===== src/rtl/wb_queue_pkg.sv =====
// Shared types for the writeback queue: register-file word, register address
// and the queued {addr, data} entry.
package wb_queue_pkg;

    typedef logic [63:0] word_t;
    typedef logic [4:0]  creg_addr_t;

    typedef struct packed {
        creg_addr_t addr;
        word_t      data;
    } wbq_entry_t;

endpackage


===== src/rtl/wbq_lookup.sv =====
// Youngest-match search over the occupied queue entries, used for decode bypass.
// Only built when WBQ_BYPASS_EN is defined.
`ifdef WBQ_BYPASS_EN
module wbq_lookup
    import wb_queue_pkg::*;
#(
    parameter int unsigned DEPTH = 4
) (
    input  wbq_entry_t                   entries [DEPTH],
    input  logic [$clog2(DEPTH)-1:0]     head,
    input  logic [$clog2(DEPTH):0]       count,
    input  creg_addr_t                   addr,
    output logic                         hit,
    output word_t                        data
);

    localparam int unsigned PW = $clog2(DEPTH);
    localparam int unsigned CW = PW + 1;

    logic [PW-1:0] idx;

    // Walk from oldest to youngest so a later match overrides an earlier one.
    always_comb begin
        hit  = 1'b0;
        data = '0;
        idx  = '0;
        for (int unsigned i = 0; i < DEPTH; i++) begin
            idx = head + PW'(i);
            if ((CW'(i) < count) && (addr != '0) && (entries[idx].addr == addr)) begin
                hit  = 1'b1;
                data = entries[idx].data;
            end
        end
    end

endmodule
`endif


===== src/rtl/wb_queue.sv =====
// In-order writeback queue feeding the register file write port from two result
// sources. Optional decode bypass lookup is enabled by defining WBQ_BYPASS_EN.
module wb_queue
    import wb_queue_pkg::*;
#(
    parameter int unsigned DEPTH = 4
) (
    input  logic       clk,
    input  logic       reset,
    input  logic       a_valid,
    output logic       a_ready,
    input  creg_addr_t a_addr,
    input  word_t      a_data,
    input  logic       b_valid,
    output logic       b_ready,
    input  creg_addr_t b_addr,
    input  word_t      b_data,
    output logic       wvalid,
    output creg_addr_t wa,
    output word_t      wd,
    input  creg_addr_t lk_addr1,
    input  creg_addr_t lk_addr2,
    output logic       lk_hit1,
    output logic       lk_hit2,
    output word_t      lk_data1,
    output word_t      lk_data2
);

    localparam int unsigned PW = $clog2(DEPTH);
    localparam int unsigned CW = PW + 1;

    wbq_entry_t     mem [DEPTH];
    logic [PW-1:0]  head;
    logic [PW-1:0]  tail;
    logic [PW-1:0]  b_slot;
    logic [CW-1:0]  count;
    logic           n_a;
    logic           a_store;
    logic           b_store;
    logic           deq;

    // Readiness looks only at the registered count; same-cycle drain earns no credit.
    assign n_a     = a_valid && (a_addr != '0);
    assign a_ready = count < CW'(DEPTH);
    assign b_ready = ({1'b0, count} + (CW + 1)'(n_a)) < (CW + 1)'(DEPTH);

    // x0 results complete the handshake but never occupy a slot.
    assign a_store = a_valid && a_ready && (a_addr != '0);
    assign b_store = b_valid && b_ready && (b_addr != '0);
    assign b_slot  = tail + PW'(a_store);
    assign deq     = (count != '0);

    assign wvalid = deq;
    assign wa     = mem[head].addr;
    assign wd     = mem[head].data;

    always_ff @(posedge clk or negedge reset) begin
        if (!reset) begin
            head  <= '0;
            tail  <= '0;
            count <= '0;
            for (int unsigned i = 0; i < DEPTH; i++) begin
                mem[PW'(i)] <= '0;
            end
        end else begin
            if (a_store) begin
                mem[tail] <= '{addr: a_addr, data: a_data};
            end
            if (b_store) begin
                mem[b_slot] <= '{addr: b_addr, data: b_data};
            end
            head  <= head + PW'(deq);
            tail  <= tail + PW'(a_store) + PW'(b_store);
            count <= count + CW'(a_store) + CW'(b_store) - CW'(deq);
        end
    end

`ifdef WBQ_BYPASS_EN
    wbq_lookup #(.DEPTH(DEPTH)) u_lookup1 (
        .entries (mem),
        .head    (head),
        .count   (count),
        .addr    (lk_addr1),
        .hit     (lk_hit1),
        .data    (lk_data1)
    );

    wbq_lookup #(.DEPTH(DEPTH)) u_lookup2 (
        .entries (mem),
        .head    (head),
        .count   (count),
        .addr    (lk_addr2),
        .hit     (lk_hit2),
        .data    (lk_data2)
    );
`else
    logic unused_lk;

    assign unused_lk = ^{lk_addr1, lk_addr2};
    assign lk_hit1   = 1'b0;
    assign lk_hit2   = 1'b0;
    assign lk_data1  = '0;
    assign lk_data2  = '0;
`endif

endmodule


===== config.mk =====
export PLATFORM = sky130hd
export DESIGN_NAME = wb_queue
export DESIGN_NICKNAME = d
export VERILOG_FILES = /design/src/rtl/wb_queue_pkg.sv /design/src/rtl/wbq_lookup.sv /design/src/rtl/wb_queue.sv
export SDC_FILE = /design/constraint.sdc
export NUM_CORES = 1
export LEC_CHECK = 0
export CELL_PAD_IN_SITES_DETAIL_PLACEMENT = 1
export CELL_PAD_IN_SITES_GLOBAL_PLACEMENT = 1
export CORE_MARGIN = 2
export CORE_UTILIZATION = 42
export DETAILED_ROUTE_END_ITERATION = 12
export PLACE_DENSITY = 0.79
export SYNTH_ARGS = -nofsm -noshare
export SYNTH_HDL_FRONTEND = slang
export SYNTH_SLANG_ARGS = --single-unit
export TNS_END_PERCENT = 5

===== constraint.sdc =====
create_clock -name clk -period 3.4 [get_ports clk]
set_input_delay 0.51 -clock clk [delete_from_list [all_inputs] [get_ports clk]]
set_output_delay 0.51 -clock clk [all_outputs]
set_load 0.02 [all_outputs]

==> results of run 1 <==
==> cell families after synthesis <==
family / synth area share [%]
flops: 42.7
compound gates: 0.927
simple gates: 0.354
xor+xnor: 0.264
other cells: 0.0226
mux: 46.8
buf+inv: 8.34
fa+ha+maj: 0.618
==> worst min path at each step <==
| stage | startpoint | to | slack, ns | depth (start not counted) |
|---|---|---|---|---|
| 2_1_floorplan | reset | count[0]$_DFF_PN0_ | 0.21 | 0 |
| 3_3_place_gp | reset | mem[173]$_DFF_PN0_ | 0.51 | 1 |
| 3_5_place_dp | reset | mem[242]$_DFF_PN0_ | 0.52 | 1 |
| 4_1_cts | reset | mem[242]$_DFF_PN0_ | 0.55 | 2 |
| 5_1_grt | reset | mem[242]$_DFF_PN0_ | 0.59 | 2 |
| 6_report | reset | mem[242]$_DFF_PN0_ | 0.55 | 2 |
==> critical path, stage by stage <==
cell                              delay [ns]
sky130_fd_sc_hd__clkdlybuf4s50_1        0.45
sky130_fd_sc_hd__or4_1                  0.60
sky130_fd_sc_hd__buf_4                  0.19
sky130_fd_sc_hd__o211a_2                0.24
sky130_fd_sc_hd__or2_2                  0.33
sky130_fd_sc_hd__dlygate4sd2_1          0.36
==> registers in the layout (all words and copies together) (netlist names) <==
register  flops
mem         276
count         3
head          2
tail          2
==> per-stage QoR <==
stage	instance area, um2	setup slack (ns)
finish	20600	0.203
global route	20600	0.143
CTS	20600	0.0232
detailed placement	19400	-0.0440
global placement	19400	-0.0292
floorplan	17100	0.356
==> power groups by stage <==
stage | Clock, mW | Sequential (mW) | Combinational [mW]
floorplan | 0 | 5.72 | 7.89
global placement | 0 | 6.14 | 11.0
detailed placement | 0 | 6.28 | 11.4
CTS | 3.81 | 6.25 | 11.5
global route | 3.93 | 6.45 | 12.2
finish | 3.71 | 6.20 | 11.4
==> layer usage <==
layer	GRT usage, %	up-vias	part of all wire (%)
li1	-	4479	-
met1	26.0	5269	41
met2	38.2	211	52
met3	4.94	50	5.4
met4	4.80	8	1.6
met5	0	-	0.11
==> layout make-up <==
type	instances	area share, %
Multi-Input combinational cell	786	42.3
Sequential cell	283	34.4
Timing Repair Buffer	272	14.4
Clock buffer	49	4.80
Tap cell	518	3.15
Clock inverter	12	0.675
Inverter	10	0.182
==> timing repair <==
action,4_1_cts,5_1_grt
gates cloned,0,0
hold buffers,1,0
hold endpoints to repair,63,0
setup endpoints to repair,2,7
buffers inserted,0,1
resized for setup,2,0
==> Yosys cell counts <==
cell type,instances,share of area [%]
sky130_fd_sc_hd__buf_2,38,1.1
sky130_fd_sc_hd__o21ai_0,1,0.030
sky130_fd_sc_hd__fa_1,2,0.24
sky130_fd_sc_hd__a21o_1,1,0.045
sky130_fd_sc_hd__mux2_2,524,36
sky130_fd_sc_hd__nor2b_1,1,0.038
sky130_fd_sc_hd__o211ai_2,2,0.15
sky130_fd_sc_hd__o2111ai_2,4,0.36
sky130_fd_sc_hd__and3b_1,1,0.053
sky130_fd_sc_hd__mux2_1,28,1.9
sky130_fd_sc_hd__clkbuf_1,21,0.47
sky130_fd_sc_hd__xor2_1,1,0.053
sky130_fd_sc_hd__buf_4,140,6.3
sky130_fd_sc_hd__dfrtp_1,283,43
sky130_fd_sc_hd__nor2_1,2,0.045
sky130_fd_sc_hd__buf_1,7,0.16
sky130_fd_sc_hd__and2_1,1,0.038
sky130_fd_sc_hd__or2_2,1,0.038
sky130_fd_sc_hd__or4_1,2,0.090
sky130_fd_sc_hd__o21a_1,1,0.045
sky130_fd_sc_hd__inv_1,10,0.23
sky130_fd_sc_hd__mux4_2,69,9.4
sky130_fd_sc_hd__o31ai_4,1,0.13
sky130_fd_sc_hd__nand2_1,1,0.023
sky130_fd_sc_hd__o2111ai_1,2,0.11
sky130_fd_sc_hd__xnor2_1,4,0.21
sky130_fd_sc_hd__nand3_1,1,0.030
sky130_fd_sc_hd__o211a_2,1,0.060
sky130_fd_sc_hd__conb_1,1,0.023
sky130_fd_sc_hd__ha_1,5,0.38
==> flow_results.org, run 1 <==
** Setup path
- Following the worst setup path forward leads to its endpoint at b_ready.
- The worst register-to-register path ends at mem[270]$_DFF_PN0_.
- Critical Path Fanout Max :: 3
- The critical path in this run is classified as in -> out.
- Worst setup path start :: a_addr[3]
- Setup crit start kind :: input port
- Kind of end point of the critical path :: output port
- Data arrives at the worst endpoint at 2.69 ns.
- Worst Reg2Reg Path Length in Cells :: 10
- Startpoint of the worst-slack reg-to-reg timing path :: count[2]$_DFF_PN0_
- For the worst setup path, the data required time is 2.89 ns.
- For flop-to-flop paths, the worst setup slack is 0.97 ns.

** Route
- In the routed layout, each cell is associated on average with a via count of 5.19.
- For this run, design rule violations remaining after detail routing come to 0.
- Pre-Repair DR Iteration Count :: 4
- After detailed routing, the total wire length is 44000 um.
- Once detail routing completed, the nets flagged for antenna violations numbered 0.
- Iter 0 DRT Violations :: 352
- Summing over every cut layer, the via total after detailed routing is 10000.
- Post-DR wirelength/cell :: 22.8 um

** Global route
- First-pass GRT wire length :: 67400 um
- The initial antenna violation count came to 4.
- Largest net degree at the start of global routing :: 84
- Overall routing resource usage :: 21.3%
- The via count of the first global-routing pass was 11400.
- Global routing finished with a remaining overflow of 0.

** Final layout
- Fill count :: 3780
- Footprint of the flip-flops and latches :: 0.00709 mm2
- End-of-flow core utilization :: 53.0%
- Summing all multi-input logic gate instances after layout gives 0.00871 mm2.
- The number of antenna diodes in the final layout is 0.
- Most common cell after layout, fill and taps aside :: sky130_fd_sc_hd__mux2_2
- For this run, the number of standard cells in the final layout without fillers is 1930.
- In the layout the commonest cells are 524 x sky130_fd_sc_hd__mux2_2, 281 x sky130_fd_sc_hd__dfrtp_1, 211 x sky130_fd_sc_hd__clkdlybuf4s50_1.
- Of the cells placed in the final design, the portion with a size suffix greater than 1 is 50.8%.
- Final-stage net count :: 1546
- Area Growth Syn to Fin :: 24.0%

** CTS
- The tree built by TritonCTS fans out to 283 sinks.
- CTS built an H-tree with a depth of 2.
- The clock passes through at most 3 buffers.
- TritonCTS built the clock tree.
- The tree is rooted in a sky130_fd_sc_hd__clkbuf_16.
- After clock tree synthesis, the clock-pin slew on the worst setup and hold paths is 0.06 ns.
- Clk_lat worst skew :: 0.53 ns
- TritonCTS created 34 clock buffers.

** STA
- Setup Viol. Count Final :: 0
- Final number of hold-violating endpoints :: 0
- Max Fclk :: 313 MHz
- In the finished design, the share of the clock period the worst path needs comes to 94.0%.
- Worst Tran Pin Value :: 0.586 ns
- Relative slew slack :: 60.9%
- RSZ-0062 raised after global routing :: false
- Across all hold checks on the routed design, the worst slack comes to 0.545 ns.
- Worst setup skew after layout :: 0.0230 ns
- The total count of max-transition violations in the final report was 0.
- The clock period could shrink to 3.20 ns.
- Post-route setup TNS :: 0 ns

** Pwr
- Relative contribution of sequential cells to total power :: 29.1%
- VDD IR max :: 0.545 mV
- Internal Dissipation :: 14.1 mW
- Overall power consumption after layout is estimated at 21.3 mW.
- The analysis attributes to net switching a power of 7.18 mW.
- Per report_power, the combinational group accounts for 53.5% of the total.
- Power Density :: 1030 mW/mm2
- Clk network pwr share :: 17.4%
- Net switching is 33.7% of the power.
- Leakage :: 8.66 nW

** Placement
- Port buffering added 213 buffers.
- Routability cong. :: 0.729
- Counting tap cells, the placed design contains a total of 1867 instances.
- Hpwl dp :: 28400 um

** Logic synthesis
- Proportion of synthesized chip area in sequential cells :: 42.7%
- In this run, synthesis produced a sequential element count of 283.
- Cells after synthesis :: 1156
- The mapped netlist covers 0.0166 mm2.
- Distinct cells, synth :: 30
- A synthesized cell averages 14.4 um2.
- Total number of yosys warnings :: 0

** Flow run
- Max-cap check violation count :: 0

** Floorplan
- The initialized floorplan defines 72 standard-cell rows.
- Core ar. :: 0.0388 mm2
- The die is 203 um wide.
- The initial utilization of the core area, before any placement, comes to 42.7%.
- The die is 203 um tall.
- The die covers 0.0411 mm2.
- IO Count :: 354

** Hold path
- Hold Path Class :: in -> async

** Run status
- Run status :: complete, no violations
No activity file was read; power rests on OpenSTA's default activity.
==> run 2, diff against run 1 <==
--- a/config.mk
+++ b/config.mk
@@ -8,9 +8,10 @@
 export CELL_PAD_IN_SITES_DETAIL_PLACEMENT = 1
 export CELL_PAD_IN_SITES_GLOBAL_PLACEMENT = 1
 export CORE_MARGIN = 2
-export CORE_UTILIZATION = 42
+export CORE_UTILIZATION = 38
+export CTS_CLUSTER_DIAMETER = 30
 export DETAILED_ROUTE_END_ITERATION = 12
-export PLACE_DENSITY = 0.79
+export PLACE_DENSITY = 0.75
 export SYNTH_ARGS = -nofsm -noshare
 export SYNTH_HDL_FRONTEND = slang
 export SYNTH_SLANG_ARGS = --single-unit
==> constraint.sdc (replaced) <==
create_clock -name clk -period 2.9 [get_ports clk]
set_input_delay 0.435 -clock clk [delete_from_list [all_inputs] [get_ports clk]]
set_output_delay 0.435 -clock clk [all_outputs]
set_load 0.02 [all_outputs]
==> run 2 against run 1 <==
Routed wire length grew 7.7%. Critical endpoint unchanged. Critical path depth unchanged. Hold slack worse by 0.12 ns. Design area increased by 9.4%. Highest routed layer unchanged. First-iteration DRC count rose by 8.8%. Count of clock-buffer cells in the layout increased by 67.
==> flow_results.org, run 2 (same netlist as run 1, synthesis figures left out) <==
** Final layout
- Final instance area :: 0.0225 mm2
- Flip-flop count of the largest register after layout :: 276
- Compared with the post-synthesis result, the final layout area differs by 35.7%.
- Of the cells placed in the final design, the portion with a size suffix greater than 1 is 53.8%.
- Largest registers :: mem (276), count (3)
- The library cell used most frequently in the layout, excluding fill and tap cells, is sky130_fd_sc_hd__mux2_2.
- For this run, the share of the core covered by cells in the final layout is 52.3%.
- Top library cells by usage in the layout, fill and taps aside :: 524 x sky130_fd_sc_hd__mux2_2, 281 x sky130_fd_sc_hd__dfrtp_1, 145 x sky130_fd_sc_hd__clkdlybuf4s50_1
- mem holds more flip-flops than any other register.
- The layout has 4202 filler cells.
- Final-stage net count :: 1600

** Floorplan
- The die covers 0.0454 mm2.
- Measured along the y axis, the die boundary spans 213 um.
- From left edge to right edge, the die measures 213 um.
- Initial cell density of the core :: 38.5%
- The floorplan step defined a core boundary enclosing 0.0431 mm2.
- The initialized floorplan defines 76 standard-cell rows.
- IO Count :: 354

** Global route
- The initial antenna violation count is 8.
- The first global-routing pass estimated 72700 um of wire.
- For this run, the total global-route usage over all layers was measured as 21.4%.
- Leftover overflow at the end of global routing :: 0
- Largest net degree at the start of global routing :: 70
- The via count of the first global-routing pass was 12000.

** STA
- Final period demand of the worst path :: 2.88 ns
- The total count of max-transition violations in the final report was 0.
- Static timing analysis puts the maximum clock frequency at 347 MHz.
- Worst setup skew after layout :: 0.0242 ns
- Dividing the final minimum period by the clock period gives 99.4%.
- Setup Viol. Count Final :: 0
- Final number of hold-violating endpoints :: 0
- For the pin with the worst max-slew slack, the measured transition is 0.592 ns.
- In this run the tightest slew margin relative to its limit is 60.5%.
- Setup repair after global routing left no endpoint under its margin.

** Pwr
- Across the VDD grid, the largest voltage drop is 0.670 mV.
- Power spread over the standard cell area amounts to 1320 mW/mm2.
- In this run the static leakage power is 9.79 nW.

** Route
- Dividing the detail-routed wire length by the instance count gives 22.6 um.
- Overall via count from detail_route :: 10500
- Pre-Repair DR Iteration Count :: 4
- DRT antenna net count :: 0
- In the routed design, unresolved DRC markers number 0.
- Total wirelength of the detailed-routed design :: 47300 um
- Using the TritonRoute via totals, the vias-per-cell ratio works out to 5.01.
- The first routing iteration left 383 violations.

** Placement
- Count of input and output buffers :: 213
- Routability cong. :: 0.754
- Placed Instance Area :: 0.0195 mm2
- Once detailed placement completed, the half-perimeter wirelength came to 29500 um.

** Setup path
- Walking the worst path, the cells encountered are clkdlybuf4s50_1 > or4_4 > buf_4 > o211a_2 > or2_2 > buf_2.
- The slowest stage of the critical path is the sky130_fd_sc_hd__or4_4 cell.
- The largest single stage delay on the critical path is 0.54 ns.
- For the worst setup path, the data arrival time is 2.45 ns.
- STA classifies the critical path endpoint as an output port.
- Worst EP required :: 2.47 ns
- In this run the worst path has a maximum fanout of 6.
- For the worst flop-to-flop path, the logic depth is 10.
- The worst setup path is launched from an input port.
- Crit Path Class :: in -> out

** CTS
- TritonCTS built the clock tree.
- Level count of the clock H-tree :: 3
- Clk_lat worst skew :: 0.60 ns
- For this design, the sink count on the clock tree is 283.
- The tree is rooted in a sky130_fd_sc_hd__clkbuf_16.
- Number of buffers on the longest clock path :: 3
- Total clock buffers created by CTS :: 82
- Clock-pin slew was measured on the worst setup and hold paths at 0.04 ns.

** Run status
- Run status :: complete, no violations

** Hold path
- Hold Path Class :: in -> async

** Flow run
- Max-cap check violation count :: 0
run 2: cell types whose count changed in the layout (fill, tap and decap cells not counted), sizes merged:
cell,before,now
inv,11,12
clkinvlp,0,3
clkdlybuf4s50,211,145
clkinv,8,16
buf,59,66
clkbuf,49,116
dlygate4sd2,1,56
dlymetal6s2s,0,10
diode,0,2
bufinv,3,14
run 2: repair_timing:
action / CTS / global route
pin swaps: 0 / 1
gates resized for setup: 65 / 11
endpoints found under the hold margin: 63 / 0
buffers inserted: 1 / 5
hold buffers: 1 / 0
setup endpoints to repair: 63 / 46
run 2: layer usage:
metal  vias up  track usage, %  routed length, um
met5         -               0                 70
met4        10            6.20               1020
met3        89            5.85               2780
met2       288            36.2              23700
met1      5481            26.7              19800
li1       4634               -                  -
run 2: worst max-delay path: cells and delay by family:
| kind | cells | cell delay [ns] |
|---|---|---|
| buf+inv | 3 | 0.89 |
| simple gates | 2 | 0.87 |
| compound gates | 1 | 0.25 |
run 2: per-stage QoR:
| stage | worst slack (ns) | total power, mW | hold WS (ns) | std cells | setup TNS (ns) |
|---|---|---|---|---|---|
| finish | 0.0180 | 29.8 | 0.420 | 2095 | 0 |
| global route | 0.00137 | 31.3 | 0.444 | 2093 | 0 |
| CTS | -0.00351 | 30.1 | 0.417 | 2088 | -0.00351 |
| detailed placement | -0.612 | 20.8 | 0.463 | 1935 | -144.12 |
| global placement | -0.572 | 20.3 | 0.462 | 1935 | -135.61 |
| floorplan | 0.0658 | 16.0 | 0.139 | 1285 | 0 |
run 2: power breakdown:
group          switching, mW  leakage (nW)  internal [mW]
sequential              1.09          3.35           6.07
combinational           5.72          4.98           7.34
clock                   2.60          1.46           6.95
run 2: path summary, 6_finish.rpt:
path,from,end,slack (ns)
hold reg to reg,mem[266]$_DFF_PN0_,mem[266]$_DFF_PN0_,0.61
max in group asynchronous,reset,mem[27]$_DFF_PN0_,1.68
min in group clk,a_addr[2],mem[135]$_DFF_PN0_,0.47
hold / removal,reset,mem[174]$_DFF_PN0_,0.42
setup reg to reg,count[2]$_DFF_PN0_,mem[89]$_DFF_PN0_,0.51
setup / recovery,a_addr[1],b_ready,0.02
run 2: cell type report:
class	instances	area (um2)	share of cell area (%)
clock buffer	116	2410	10.7
sequential	283	7090	31.5
clock inverter	35	541	2.40
timing repair buffer	278	2980	13.2
tap	585	732	3.25
multi-input combinational	786	8730	38.7
inverter	10	37.5	0.167
antenna	2	5.00	0.0222
